`src/rtl/trap_ctrl.sv`:
```
// Machine-mode trap sequencer: captures mepc/mcause from the older trapping lane, flushes, then redirects.
// Flush/redirect follow the sampling edge by 1..FLUSH_CYCLES+1 cycles; there is no backpressure path.
module trap_ctrl #(
  parameter logic [31:0] MTVEC_RESET  = 32'h0000_0100,
  parameter int unsigned FLUSH_CYCLES = 3
) (
  input  logic        clk_i,
  input  logic        rst_i,
  input  logic        valid0_i,
  input  logic        valid1_i,
  input  logic        trap0_i,
  input  logic        trap1_i,
  input  logic        misaligned_i,
  input  logic [31:0] pc_0_i,
  input  logic [31:0] pc_1_i,
  input  logic        mret_i,
  input  logic        csr_we_i,
  input  logic [11:0] csr_addr_i,
  input  logic [31:0] csr_wdata_i,
  output logic [31:0] csr_rdata_o,
  output logic        wb_kill0_o,
  output logic        wb_kill1_o,
  output logic        flush_o,
  output logic        redirect_o,
  output logic [31:0] redirect_pc_o,
  output logic        trap_taken_o,
  output logic [31:0] mepc_o,
  output logic [31:0] mcause_o
);

  localparam logic [11:0] ADDR_MTVEC    = 12'h305;
  localparam logic [11:0] ADDR_MSCRATCH = 12'h340;
  localparam logic [11:0] ADDR_MEPC     = 12'h341;
  localparam logic [11:0] ADDR_MCAUSE   = 12'h342;

  localparam logic [3:0]  CNT_LOAD      = 4'(FLUSH_CYCLES - 1);
  localparam logic [31:0] CAUSE_MISALGN = 32'd0;
  localparam logic [31:0] CAUSE_ILLEGAL = 32'd2;

  typedef enum logic [1:0] {
    ST_IDLE,
    ST_FLUSH,
    ST_REDIRECT
  } state_t;

  state_t      state_q, state_d;
  logic [3:0]  cnt_q, cnt_d;
  logic [31:0] target_q, target_d;
  logic [31:0] rpc_q, rpc_d;
  logic [31:0] mepc_q, mepc_d;
  logic [31:0] mcause_q, mcause_d;
  logic [31:0] mscratch_q, mscratch_d;
  logic [31:0] mtvec_q, mtvec_d;
  logic        taken_q, taken_d;

  logic t0, t1, idle;

  assign t0   = valid0_i & trap0_i;
  assign t1   = valid1_i & trap1_i;
  assign idle = (state_q == ST_IDLE);

  always_ff @(posedge clk_i or posedge rst_i) begin
    if (rst_i) begin
      state_q    <= ST_IDLE;
      cnt_q      <= '0;
      target_q   <= '0;
      rpc_q      <= '0;
      mepc_q     <= '0;
      mcause_q   <= '0;
      mscratch_q <= '0;
      mtvec_q    <= MTVEC_RESET & ~32'd3;
      taken_q    <= 1'b0;
    end else begin
      state_q    <= state_d;
      cnt_q      <= cnt_d;
      target_q   <= target_d;
      rpc_q      <= rpc_d;
      mepc_q     <= mepc_d;
      mcause_q   <= mcause_d;
      mscratch_q <= mscratch_d;
      mtvec_q    <= mtvec_d;
      taken_q    <= taken_d;
    end
  end

  always_comb begin
    state_d    = state_q;
    cnt_d      = cnt_q;
    target_d   = target_q;
    rpc_d      = rpc_q;
    mepc_d     = mepc_q;
    mcause_d   = mcause_q;
    mscratch_d = mscratch_q;
    mtvec_d    = mtvec_q;
    taken_d    = 1'b0;

    unique case (state_q)
      ST_IDLE: begin
        // Lane 0 is older, so it wins; a trap or mret swallows any same-cycle CSR write.
        if (t0) begin
          mepc_d   = pc_0_i;
          mcause_d = misaligned_i ? CAUSE_MISALGN : CAUSE_ILLEGAL;
          target_d = mtvec_q;
          taken_d  = 1'b1;
          cnt_d    = CNT_LOAD;
          state_d  = ST_FLUSH;
        end else if (t1) begin
          mepc_d   = pc_1_i;
          mcause_d = CAUSE_ILLEGAL;
          target_d = mtvec_q;
          taken_d  = 1'b1;
          cnt_d    = CNT_LOAD;
          state_d  = ST_FLUSH;
        end else if (mret_i && valid0_i) begin
          target_d = mepc_q;
          cnt_d    = CNT_LOAD;
          state_d  = ST_FLUSH;
        end else if (csr_we_i) begin
          case (csr_addr_i)
            ADDR_MTVEC:    mtvec_d    = csr_wdata_i & ~32'd3;
            ADDR_MSCRATCH: mscratch_d = csr_wdata_i;
            ADDR_MEPC:     mepc_d     = csr_wdata_i & ~32'd3;
            ADDR_MCAUSE:   mcause_d   = csr_wdata_i;
            default: ;
          endcase
        end
      end
      ST_FLUSH: begin
        if (cnt_q == 4'd0) begin
          rpc_d   = target_q;
          state_d = ST_REDIRECT;
        end else begin
          cnt_d = cnt_q - 4'd1;
        end
      end
      ST_REDIRECT: state_d = ST_IDLE;
      default:     state_d = ST_IDLE;
    endcase
  end

  always_comb begin
    case (csr_addr_i)
      ADDR_MTVEC:    csr_rdata_o = mtvec_q;
      ADDR_MSCRATCH: csr_rdata_o = mscratch_q;
      ADDR_MEPC:     csr_rdata_o = mepc_q;
      ADDR_MCAUSE:   csr_rdata_o = mcause_q;
      default:       csr_rdata_o = 32'd0;
    endcase
  end

  assign wb_kill0_o    = idle & t0;
  assign wb_kill1_o    = idle & (t0 | t1);
  assign flush_o       = ~idle;
  assign redirect_o    = (state_q == ST_REDIRECT);
  assign redirect_pc_o = rpc_q;
  assign trap_taken_o  = taken_q;
  assign mepc_o        = mepc_q;
  assign mcause_o      = mcause_q;

endmodule

```
`config.mk`:
```
export PLATFORM = sky130hd
export DESIGN_NAME = trap_ctrl
export DESIGN_NICKNAME = d
export VERILOG_FILES = /design/src/rtl/trap_ctrl.sv
export SDC_FILE = /design/constraint.sdc
export NUM_CORES = 1
export LEC_CHECK = 0
export BUFFER_PORTS_ARGS = -buffer_cell sky130_fd_sc_hd__clkbuf_2
export CAP_MARGIN = 20
export CORE_MARGIN = 2
export CORE_UTILIZATION = 50
export DETAILED_ROUTE_END_ITERATION = 10
export PLACE_DENSITY = 0.77
export SLEW_MARGIN = 30
export SYNTH_ARGS = -nofsm -noshare
export SYNTH_HDL_FRONTEND = slang
export SYNTH_SLANG_ARGS = --single-unit
```
`constraint.sdc`:
```
create_clock -name clk_i -period 11.5 [get_ports clk_i]
set_input_delay 0.575 -clock clk_i [delete_from_list [all_inputs] [get_ports clk_i]]
set_output_delay 0.575 -clock clk_i [all_outputs]
set_load 0.01 [all_outputs]
```
=== Word level (Yosys, flattened, before mapping) ===
Index checks and enable logic that the tools add are counted.

* Add/subtract/negate cells: 1
* Multiply operators: 0
* Divide/modulo/power cells: 0
* $lt $le $gt $ge: 0
* Equal/unequal tests: 10
* Shifts and indexed selects: 0
* Multiplexer cells: 28
* Bitwise logic cells: 9
* Reduce and logical (&&, ||, !) cells: 16

{| class="wikitable"
|+ Operator list
! cell !! count
|-
| 2-to-1 mux 32 bit || 13
|-
| case mux 32 bit (4 select lines) || 1
|-
| == test 12 x 10 -> 1 bit, second input constant || 4
|-
| 2-to-1 mux 4 bit || 4
|-
| AND reduction 6 bit || 2
|-
| nonzero test 3 bit || 4
|-
| 2-to-1 mux 2 bit || 5
|-
| case mux 4 bit (2 select lines) || 1
|-
| AND reduction 4 bit || 2
|-
| AND reduction 2 bit || 3
|-
| bitwise AND 1 bit || 4
|-
| logical NOT 4 bit || 1
|-
| != test 2 bit, second input constant || 2
|-
| != test 4 x 3 -> 1 bit, second input constant || 1
|-
| NOT 1 bit || 4
|-
| case mux 2 bit (2 select lines) || 1
|-
| subtractor 4 x 1 -> 4 bit, second input constant || 1
|-
| 2-to-1 mux 1 bit || 3
|-
| != test 3 bit, second input constant || 1
|-
| AND reduction 3 bit || 1
|-
| == test 2 x 1 -> 1 bit, second input constant || 1
|-
| == test 2 bit, second input constant || 1
|-
| logical NOT 2 bit || 1
|-
| nonzero test 2 bit || 1
|-
| other kinds (2) || 2
|}

* Register bits: 197
* Bits in latches: 0
* Memory bits (writable): 0
* Bits in read-only memories: 0
* Bits of input ports: 117
* Output and inout bits: 133
* Word-level logic and storage cells: 73
* Memories: 0

=== Depth between registers and ports, before layout ===
Gate-level depths: netlist of run 1.

* Depth after elaboration: 6
* Depth in mapped cells: 7
* Gate-level depth less buffers: 6

=== Worst setup path after synthesis of run 1 ===
Ideal clock, no wire load.

* Kind: input to output
* Start point: in csr_addr_i[3]
* End point: out csr_rdata_o[10]
* Arrival: 1.875 ns
* Setup slack: 9.050 ns
* Stages on the path: 5
* Cell sequence: nor4_4 nor3b_2 clkbuf_1 a22oi_1 o21ai_0

* Word-level cells in the longest chain between the ends: 2
* Elaborated cells on any way between the ends: 5

{| class="wikitable"
|+ RTL lines
! element !! RTL line !! source
|-
| start: declaration || 18 || <nowiki>input logic [11:0] csr_addr_i,</nowiki>
|-
| == test 12 x 10 -> 1 bit || 142 || <nowiki>case (csr_addr_i)</nowiki>
|-
| case mux 32 bit (4 select lines) (*) || 142 ||
|-
| end: declaration || 20 || <nowiki>output logic [31:0] csr_rdata_o,</nowiki>
|}

Every way passes the cells marked *; elsewhere a longest branch is shown, timed or not.

=== Final worst setup path of run 1 ===
* Start point: in csr_addr_i[3]
* End point: out csr_rdata_o[21]

The elaborated chain is that of the path after synthesis.

==> results list, run 1 <==
- Of all nets on the critical path, the largest fanout is 18.
- Count of pins on the block boundary: 250
- Hold Crit Class: input pin to async pin
* Remaining global-route overflow: 0
- At the end of the flow, the number of nets in the layout was approximately 1,100.
- Setup slack on the worst reg-to-reg path comes out at roughly 8.6 ns.
- Total Wirelength: about 26,000 um
- Min cycle time layout: 3.466 ns
* Number of vias after detailed routing: 7,246
- Among all cell types in the netlist, the one instantiated most often is sky130_fd_sc_hd__dfrtp_1.
- Gates resized during post-CTS repair numbered 0.
- Gpl congestion: ~0.78
- Per-cell routed wire length: around 21 um
* Ratio of cells with drive above 1 in the final layout: between 40% and 50%
- Final Hold Fails: 0
- Met3 demand-to-capacity share in global routing: under 10%
* DRT antenna net count: 0
- Highest attainable clock frequency: about 290 MHz
* Initial DRC count: 500
- Capturing element type of the critical path: primary output
* Static leakage: 5.369 nW
* Largest area contributor in the synthesized netlist: sky130_fd_sc_hd__dfrtp_1
* Fraction of the cycle the final worst path needs: 30.14%
* Final setup fails: 0
- Broken down by cell family, the worst path's largest delay share belongs to simple AND/OR/NAND/NOR gates.
- During synthesis, Yosys emitted a total of 0 warnings.
- Summing all flip-flop and latch instances after layout gives approximately 5000 sq um.
- Buffers inserted to repair hold after CTS numbered 0.
- Number of core rows: between 40 and 50
* Capture instance of the worst register-to-register path: mepc_o[11]$_DFFE_PP0P_
- Mean instance size in the synthesized netlist: between 10 and 15 sq um
- Ys flop type: sky130_fd_sc_hd__dfrtp_1
* Root buffer selected by CTS: sky130_fd_sc_hd__clkbuf_16
* Most numerous cell on the critical path: sky130_fd_sc_hd__clkbuf_2
- Counting the fill cells in the layout gives about 1,400.
* Nets in the synthesized netlist: approximately 900
- The die is 137.6 um tall.
- # DRC: 0
- Setup repair after global routing missed its margin: no
* Leading post-synthesis cells by instance count: 196 x sky130_fd_sc_hd__dfrtp_1, 70 x sky130_fd_sc_hd__nand2_1, 64 x sky130_fd_sc_hd__mux2_2
- Measured against its own limit, the worst slew margin works out to just under 40%.
* Number of library cell types mapped by synthesis: 43
* Critical Path Max Stage Delay: 0.69 ns
- Die W: about 140 um
- For this design the ratio of total power to cell area is approximately 210 nW/um^2.
- The first detailed-routing pass took 6 iterations.
* Number of max-capacitance violations reported: 0
- Ranked by total cell area, the synthesized netlist is headed by sky130_fd_sc_hd__dfrtp_1 55%, sky130_fd_sc_hd__mux2_2 8.1%, sky130_fd_sc_hd__a22oi_1 5.1%.
* Post-route standard cell area excluding fillers: 10,920 sq um
- The critical path in this run is classified as input pin to primary output.
- First-pass GRT wire length: ~39,000 um
- DP HPWL: between 15,000 and 20,000 um
* Critical register-to-register path startpoint: state_q[0]$_DFFE_PP0P_
- Via-to-Cell Ratio: ~6
- Summed over all failing endpoints, the final setup total negative slack is 0 ns.
- Initial Utilization: 51.41%
- Number of enable flip-flop cells after synthesis: 0
* Layout-stage area growth over the synthesis result: 22.41%
- The repair_antennas step left the layout with diodes totalling 0.
* Input/output buffers: about 250
* Number of antenna violations at the first check in global routing: 0
- CTS saw around 200 sinks.
* WP data required: around 11 ns
- Synthesis handed over a netlist of roughly 760 instances.
* Total clock buffers created by CTS: 17
- Sequential cells were found to cover between 50% and 60% of the synthesized design area.
* Worst Skew: roughly 0.0081 ns
* Startpoint class of the critical path: input pin
- Vias in the first global route: ~7,000
- Flip-flop and latch count after synthesis: 197
* Sequence of cells on the critical path: clkbuf_2, nor4_4, nor3b_4, buf_4, a22oi_1, o21ai_0, clkbuf_2
- VDD sags by at most 0.1201 mV.
- Layer with the highest usage after global routing: met2
* Clock-pin slew reported for the worst setup and hold paths after clock tree synthesis: approximately 0.07 ns
- After clock tree synthesis, the setup repair step added 0 buffers.
- Cell area after technology mapping: 8922 sq um
- In the final layout, the multi-input gates occupy 3731 sq um.
- Worst-path cell with the longest stage delay: sky130_fd_sc_hd__nor3b_4
* Reg2reg path depth: 5
* Die area: about 19,000 sq um
- In the global route stage, met2 resource usage came out at around 47%.
- H-tree lvl count: 4
- Outcome: finished, final reports clean
- Entering global routing, the biggest net connects around 120 pins.
- TritonCTS built the clock tree.
- Met1 layer usage reported by global route: between 30 and 40%
- DP Area: between 10,000 and 15,000 sq um
- The number of max-slew violations in the final report came to 0.
* Number of buffers on the longest clock path: 2
- At the pin with the least slew margin, the transition time is just over 0.9 ns.
* Buffering stage count on the worst path with inverters included: 3
- The core region is 17,360 sq um.
- For this run, the total global-route usage over all layers was measured as between 20% and 30%.
* Clock latency on the worst-skew pair: about 0.44 ns
* Share of the synthesized area in the top cell type: 54.97%
- Data arrival time at the worst-slack endpoint: around 2.9 ns
- Fraction of synthesis flops using an asynchronous set or reset pin: 100.0%
cell usage in the layout (no fill, tap or decap), types with 4 or more instances in the layout:
| cell | synthesis | final |
|---|---|---|
| sky130_fd_sc_hd__clkbuf_16 | 0 | 17 |
| sky130_fd_sc_hd__nor2b_1 | 6 | 6 |
| sky130_fd_sc_hd__clkbuf_2 | 0 | 249 |
| sky130_fd_sc_hd__a21oi_1 | 32 | 30 |
| sky130_fd_sc_hd__buf_4 | 1 | 6 |
| sky130_fd_sc_hd__a22o_1 | 33 | 33 |
| sky130_fd_sc_hd__o21ai_0 | 30 | 30 |
| sky130_fd_sc_hd__mux2_2 | 64 | 64 |
| sky130_fd_sc_hd__nand3_1 | 32 | 32 |
| sky130_fd_sc_hd__nand2_1 | 70 | 69 |
| sky130_fd_sc_hd__mux2_1 | 30 | 30 |
| sky130_fd_sc_hd__a22oi_1 | 61 | 60 |
| sky130_fd_sc_hd__nor2_1 | 34 | 34 |
| sky130_fd_sc_hd__mux2i_1 | 32 | 32 |
| sky130_fd_sc_hd__inv_1 | 7 | 6 |
| sky130_fd_sc_hd__o221a_2 | 29 | 29 |
| sky130_fd_sc_hd__dfrtp_1 | 196 | 196 |
| sky130_fd_sc_hd__and3_1 | 5 | 4 |
logic make-up after synthesis:
group	after synthesis	share of synthesized area (%)
xor gates and xnor gates	2	0.1964
DFF	197	55.27
AOI/OAI and AO/OA	196	16.59
adders and majority gates	2	0.2804
muxes	126	15.45
buffers and inverters	70	3.492
and+or+nand+nor	165	8.723
report_power, final:
| group | leakage [nW] | switching [W] | internal, W |
|---|---|---|---|
| sequential | 2.50 | 0.000148 | 0.000880 |
| clock | 0.292 | 0.000265 | 0.000354 |
| combinational | 2.57 | 0.000362 | 0.000321 |
| total | 5.37 | 0.000775 | 0.00155 |
through the flow:
| stage | total power [W] | hold slack (ns) | utilization [%] | worst slack [ns] | std cells |
|---|---|---|---|---|---|
| floorplan | 0.001431 | 0.4490 | - | 5.558 | 758 |
| global placement | 0.001691 | 0.4608 | 59.18 | 7.995 | 1177 |
| detailed placement | 0.001720 | 0.4677 | 59.36 | 7.894 | 1178 |
| CTS | 0.002334 | 0.3454 | 62.87 | 8.060 | 1210 |
| global route | 0.002450 | 0.3927 | 62.93 | 7.972 | 1210 |
| finish | 0.002330 | 0.3073 | 62.93 | 8.034 | 1210 |
state kept, by name, indices dropped and copies added, names as in the netlist:
register and flops:
mtvec_q 30, cnt_q 4, state_q 2, mcause_o 32
target_q 32, mepc_o 32, mscratch_q 32, trap_taken_o 1
redirect_pc_o 32
worst max path at each step:
stage             startpoint  depth (start not counted)                          to
2_1_floorplan          rst_i                          1        cnt_q[0]$_DFFE_PP0P_
3_3_place_gp   csr_addr_i[3]                          6  mscratch_q[30]$_DFFE_PP0P_
3_5_place_dp   csr_addr_i[3]                          6  mscratch_q[30]$_DFFE_PP0P_
4_1_cts        csr_addr_i[3]                          7             csr_rdata_o[23]
5_1_grt        csr_addr_i[3]                          7             csr_rdata_o[28]
6_report       csr_addr_i[3]                          7             csr_rdata_o[21]
cell type report:
| type | count | area share (%) |
|---|---|---|
| clock inverters | 12 | 1.409 |
| flip-flops and latches | 197 | 45.15 |
| inverters | 8 | 0.3437 |
| multi-input cells | 491 | 34.16 |
| well taps | 225 | 2.578 |
| repair buffers | 257 | 12.18 |
| clock buffers | 20 | 4.181 |
worst reg2reg max path, delay by kind of cell, from the launching register on:
family          cells  cell delay, ns
compound gates      2            1.12
simple gates        2            0.68
buf+inv             1            0.61
flops               1            0.40
metal layers:
| layer | part of all wire, % | wire [um] | up-vias |
|---|---|---|---|
| met1 | 42 | 10840 | 3668 |
| li1 | - | - | 3228 |
| met3 | 6.3 | 1648 | 32 |
| met2 | 50 | 13020 | 318 |
| met5 | 0 | 0 | - |
| met4 | 1.8 | 459 | 0 |
Power figures use the tool's default switching activity.
==> run 2, diff against run 1 <==
Settings changed: ABC_AREA set to 1, CORE_UTILIZATION 50 to 49.
Clock period 11.5 ns to 2.9 ns, I/O delays scaled along.
==> run 2 against run 1 <==
First-iteration DRC count grew 130%. Critical path depth decreased by 1. Synthesized area is 15% higher.
==> results list, run 2 <==
- Outcome: finished, final reports clean (unchanged)
- Commonest cells after routing, fill and taps aside: 520 x sky130_fd_sc_hd__nand2_1, 293 x sky130_fd_sc_hd__nand3_1, 249 x sky130_fd_sc_hd__clkbuf_2, 196 x sky130_fd_sc_hd__dfrtp_1, 140 x sky130_fd_sc_hd__inv_1 (was 249 x sky130_fd_sc_hd__clkbuf_2, 196 x sky130_fd_sc_hd__dfrtp_1, 69 x sky130_fd_sc_hd__nand2_1, 64 x sky130_fd_sc_hd__mux2_2, 60 x sky130_fd_sc_hd__a22oi_1)
- Mean instance size in the synthesized netlist: 7.264 sq um (was 11.77 sq um)
* Nets in the synthesized netlist: 1,534 (was 877)
* Number of library cell types mapped by synthesis: 27 (was 43)
* R2r setup slk: 0.84 ns (was 8.64 ns)
- Most common library cell in the layout ignoring fill and taps: sky130_fd_sc_hd__nand2_1 (was sky130_fd_sc_hd__clkbuf_2)
* Most numerous cell in the Yosys netlist: sky130_fd_sc_hd__nand2_1 (was sky130_fd_sc_hd__dfrtp_1)
- The clock tree buffer depth came to 2 (unchanged).
* Floorplan Core Area: 20,430 sq um (was 17,360 sq um)
- WP data required: 3.27 ns (was 10.93 ns)
- Remaining global-route overflow: 0 (unchanged)
- The post-CTS repair timing setup buffer count is 0 (unchanged).
* Count of pins on the block boundary: 250 (unchanged)
- Die W: 148.8 um (was 137.6 um)
- The power share of the combinational group is 31.7% (was 29.3%).
- The number of H-tree branching levels was 4 (unchanged).
- Dominant cells by area after synthesis: sky130_fd_sc_hd__dfrtp_1 48%, sky130_fd_sc_hd__nand2_1 19%, sky130_fd_sc_hd__nand3_1 14% (was sky130_fd_sc_hd__dfrtp_1 55%, sky130_fd_sc_hd__mux2_2 8.1%, sky130_fd_sc_hd__a22oi_1 5.1%).
- Layout-stage area growth over the synthesis result: 21.70% (was 22.41%)
- Die area: 22,150 sq um (was 18,930 sq um)
- Setup repair after global routing missed its margin: no (unchanged).
- The DRC marker count from the first detailed-route iteration came to 1,161 (was 500).
- The relative contribution of the clock network to total power came to 23.5% (was 26.6%).
* Switching share of power: 39.61% (was 33.27%)
- Per-cell routed wire length: 17.59 um (was 21.47 um)
- The total number of yosys warnings came to 0 (unchanged).
- The worst slack on hold paths is 0.06627 ns (was 0.3073 ns).
- Worst-path cell with the longest stage delay: sky130_fd_sc_hd__buf_4 (was sky130_fd_sc_hd__nor3b_4)
- WS Path Type: flop to flop (was input pin to primary output)
- Clock-pin slew reported for the worst setup and hold paths after clock tree synthesis: 0.07 ns (about the same)
- Capturing element type of the critical path: flop (was primary output)
- The number of nets with antenna violations after detailed routing is 0 (unchanged).
* Vert. Die Dim: 148.8 um (was 137.6 um)
- The timing startpoint of the critical path is state_q[0]$_DFFE_PP0P_ (was csr_addr_i[3]).
* Number of vias after detailed routing: 10,464 (was 7,246)
- Total clock buffers created by CTS: 17 (unchanged)
* Cell area after technology mapping: 10,280 sq um (was 8922 sq um)
- Leading post-synthesis cells by instance count: 520 x sky130_fd_sc_hd__nand2_1, 293 x sky130_fd_sc_hd__nand3_1, 196 x sky130_fd_sc_hd__dfrtp_1 (was 196 x sky130_fd_sc_hd__dfrtp_1, 70 x sky130_fd_sc_hd__nand2_1, 64 x sky130_fd_sc_hd__mux2_2).
- The via count of the first global-routing pass was 9,476 (was 7,020).
* # nets final: 1,770 (was 1,091)
- Data arrival time at the worst-slack endpoint: 2.43 ns (was 2.89 ns)
- Worst Skew: 0.01126 ns (was 0.008118 ns)
* First-pass GRT wire length: 52,670 um (was 39,280 um)
- The reported max-cap violation count is 0 (unchanged).
- Capture instance of the worst register-to-register path: mepc_o[14]$_DFFE_PP0P_ (was mepc_o[11]$_DFFE_PP0P_)
- Fraction of the cycle the final worst path needs: approximately 71%
- Clock latency on the worst-skew pair: 0.44 ns (about the same)
* Highest attainable clock frequency: roughly 480 MHz
- The cell depth of the worst flop-to-flop path came to 6 (was 5).
* Power dissipated by switching net loads: 0.003972 W (was 0.0007751 W)
* Fraction of synthesis flops using an asynchronous set or reset pin: 100.0% (unchanged)
- Part of the Yosys area used for sequential elements: 47.97% (was 55.27%)
- The number of input and output port buffers inserted is 249 (unchanged).
- The clock tree from TritonCTS is built (unchanged).
- Number of antenna violations at the first check in global routing: 0 (unchanged)
- Sequence of cells on the critical path: nor2_4, nand3_2, nand2_2, buf_4, nand3_1, nand2_1 (was clkbuf_2, nor4_4, nor3b_4, buf_4, a22oi_1, o21ai_0, clkbuf_2)
- The first-pass iteration count of the detailed router came to 6 (unchanged).
- Total count of max-transition violations in the final report: 0 (unchanged)
- Design internal power: 0.006055 W (was 0.001555 W)
* DP Area: 11,600 sq um (was 10,300 sq um)
- The number of instances in the synthesized netlist was 1,415 (was 758).
- The capture point of the worst path is mepc_o[14]$_DFFE_PP0P_ (was csr_rdata_o[21]).
- The share of the synthesized area in the top cell type came to 47.72% (was 54.97%).
- The leakage component of the power was 7.017 nW (was 5.369 nW).
- Largest area contributor in the synthesized netlist: sky130_fd_sc_hd__dfrtp_1 (unchanged)
- The proportion of layout cells with a drive suffix above 1 was 19.95% (was 40.91%).
- The number of design rule violations left after detail routing came to 0 (unchanged).
- Number of enable flip-flop cells after synthesis: 0 (unchanged)
- Ys flop type: sky130_fd_sc_hd__dfrtp_1 (unchanged)
- The final setup violation count was 0 (unchanged).
- The biggest cell delay along the critical path was 0.60 ns (was 0.69 ns).
- Max Fanout on Critical Path: 57 (was 18)
- Final Hold Fails: 0 (unchanged)
- Gpl congestion: 0.9841 (was 0.7776)
- Min cycle time layout: 2.062 ns
- The detailed-route wire length is 34,030 um (was 25,970 um).
- Flip-flop and latch count after synthesis: 197 (unchanged)
- The largest voltage drop on the vdd net was 0.4910 mV (was 0.1201 mV).
- The initial core utilization was 50.31% (was 51.41%).
* Critical register-to-register path startpoint: state_q[0]$_DFFE_PP0P_ (unchanged)
* DP HPWL: 24,800 um (was 16,870 um)
- Part of the power in registers: 44.8% (was 44.1%)
* Worst max-slew margin expressed relative to the limit: 44.97% (was 38.49%)
- The antenna diode count was 0 (unchanged).
- Cell depth of the worst min-delay path: 4
- Total negative setup slack: 0 ns (unchanged)
- Via-to-Cell Ratio: 5.411 (was 5.988)
- Post-route standard cell area excluding fillers: 12,510 sq um (was 10,920 sq um)
- Pwr per Cell Area: 801.5 nW/um^2 (was 213.3 nW/um^2)
- The slew at the pin closest to its max-slew limit is 0.8228 ns (was 0.9226 ns).
* Hold Crit Class: input pin to flop (was input pin to async pin)
- Number of core rows: 52 (was 48)
- The global-route usage over all layers came to 30.90% (was 27.86%).
- Number of sinks handled by clock tree synthesis: 197 (unchanged)
- The kind of launch point of the worst setup path was a flop (was input pin).
* Root buffer selected by CTS: sky130_fd_sc_hd__clkbuf_16 (unchanged)
- Pin count of the biggest net entering global routing: 81 (was 123)
## run 2: power groups by stage
stage	Sequential, W	Clock (W)	Combinational (W)
after global routing	0.00458	0.00248	0.00354
after detailed placement	0.00452	0	0.00315
after CTS	0.00447	0.00237	0.00319
after global placement	0.00449	0	0.00307
final	0.00449	0.00236	0.00318
after floorplan	0.00454	0	0.00174
## run 2: routing by layer
| layer | part of all wire (%) | track usage, % | vias up |
|---|---|---|---|
| met5 | 0 | 0 | - |
| met4 | 3.8 | 12.86 | 0 |
| li1 | - | - | 4932 |
| met1 | 44 | 47.14 | 4880 |
| met2 | 42 | 42.50 | 578 |
| met3 | 10 | 6.544 | 74 |
## run 2: critical path, delay by kind of cell, from the launching register on
kind,cells,cell delay [ns]
simple gates,5,0.97
flops,1,0.42
buf+inv,1,0.60
## run 2: cell families (layout without fill, tap and decap cells)
group / count (synthesis) / in the layout / share of synthesized area (%)
simple gates: 910 / 910 / 37.74
buf+inv: 236 / 485 / 10.25
flops: 197 / 197 / 47.97
compound gates: 70 / 70 / 3.798
fa+ha+maj: 2 / 2 / 0.2434
## run 2: timing repair
action | 4_1_cts | 5_1_grt
hold buffers | 33 | 0
hold endpoints to repair | 80 | 0
resized for setup | 0 | 0
endpoints found under the setup margin | 0 | 0
## run 2: worst min path at each step
stage / start / to / slack, ns
6_report: misaligned_i / mcause_o[1]$_DFFE_PP0P_ / 0.07
5_1_grt: misaligned_i / mcause_o[1]$_DFFE_PP0P_ / 0.06
4_1_cts: misaligned_i / mcause_o[1]$_DFFE_PP0P_ / 0.03
3_5_place_dp: rst_i / redirect_pc_o[23]$_DFFE_PP0P_ / 0.25
3_3_place_gp: rst_i / redirect_pc_o[29]$_DFFE_PP0P_ / 0.25
2_1_floorplan: csr_wdata_i[8] / mtvec_q[8]$_DFFE_PP1P_ / 0.26
## run 2: cell type report
type	instances	area [sq um]
inverter	146	551.8
clock buffer	19	442.9
fill	1898	7920
clock inverter	13	137.6
multi-input combinational	982	4307
sequential	197	4931
tap	270	337.8
timing repair buffer	307	1802
## run 2: metrics by stage
stage	power, W	setup WS (ns)	cells	util [%]
2_1_floorplan	0.006279	0.2094	1415	-
3_3_place_gp	0.007556	0.6480	1869	56.77
3_5_place_dp	0.007665	0.5748	1869	56.77
4_1_cts	0.01003	0.8685	1934	61.23
5_1_grt	0.01060	0.6953	1934	61.23
6_report	0.01003	0.8375	1934	61.23
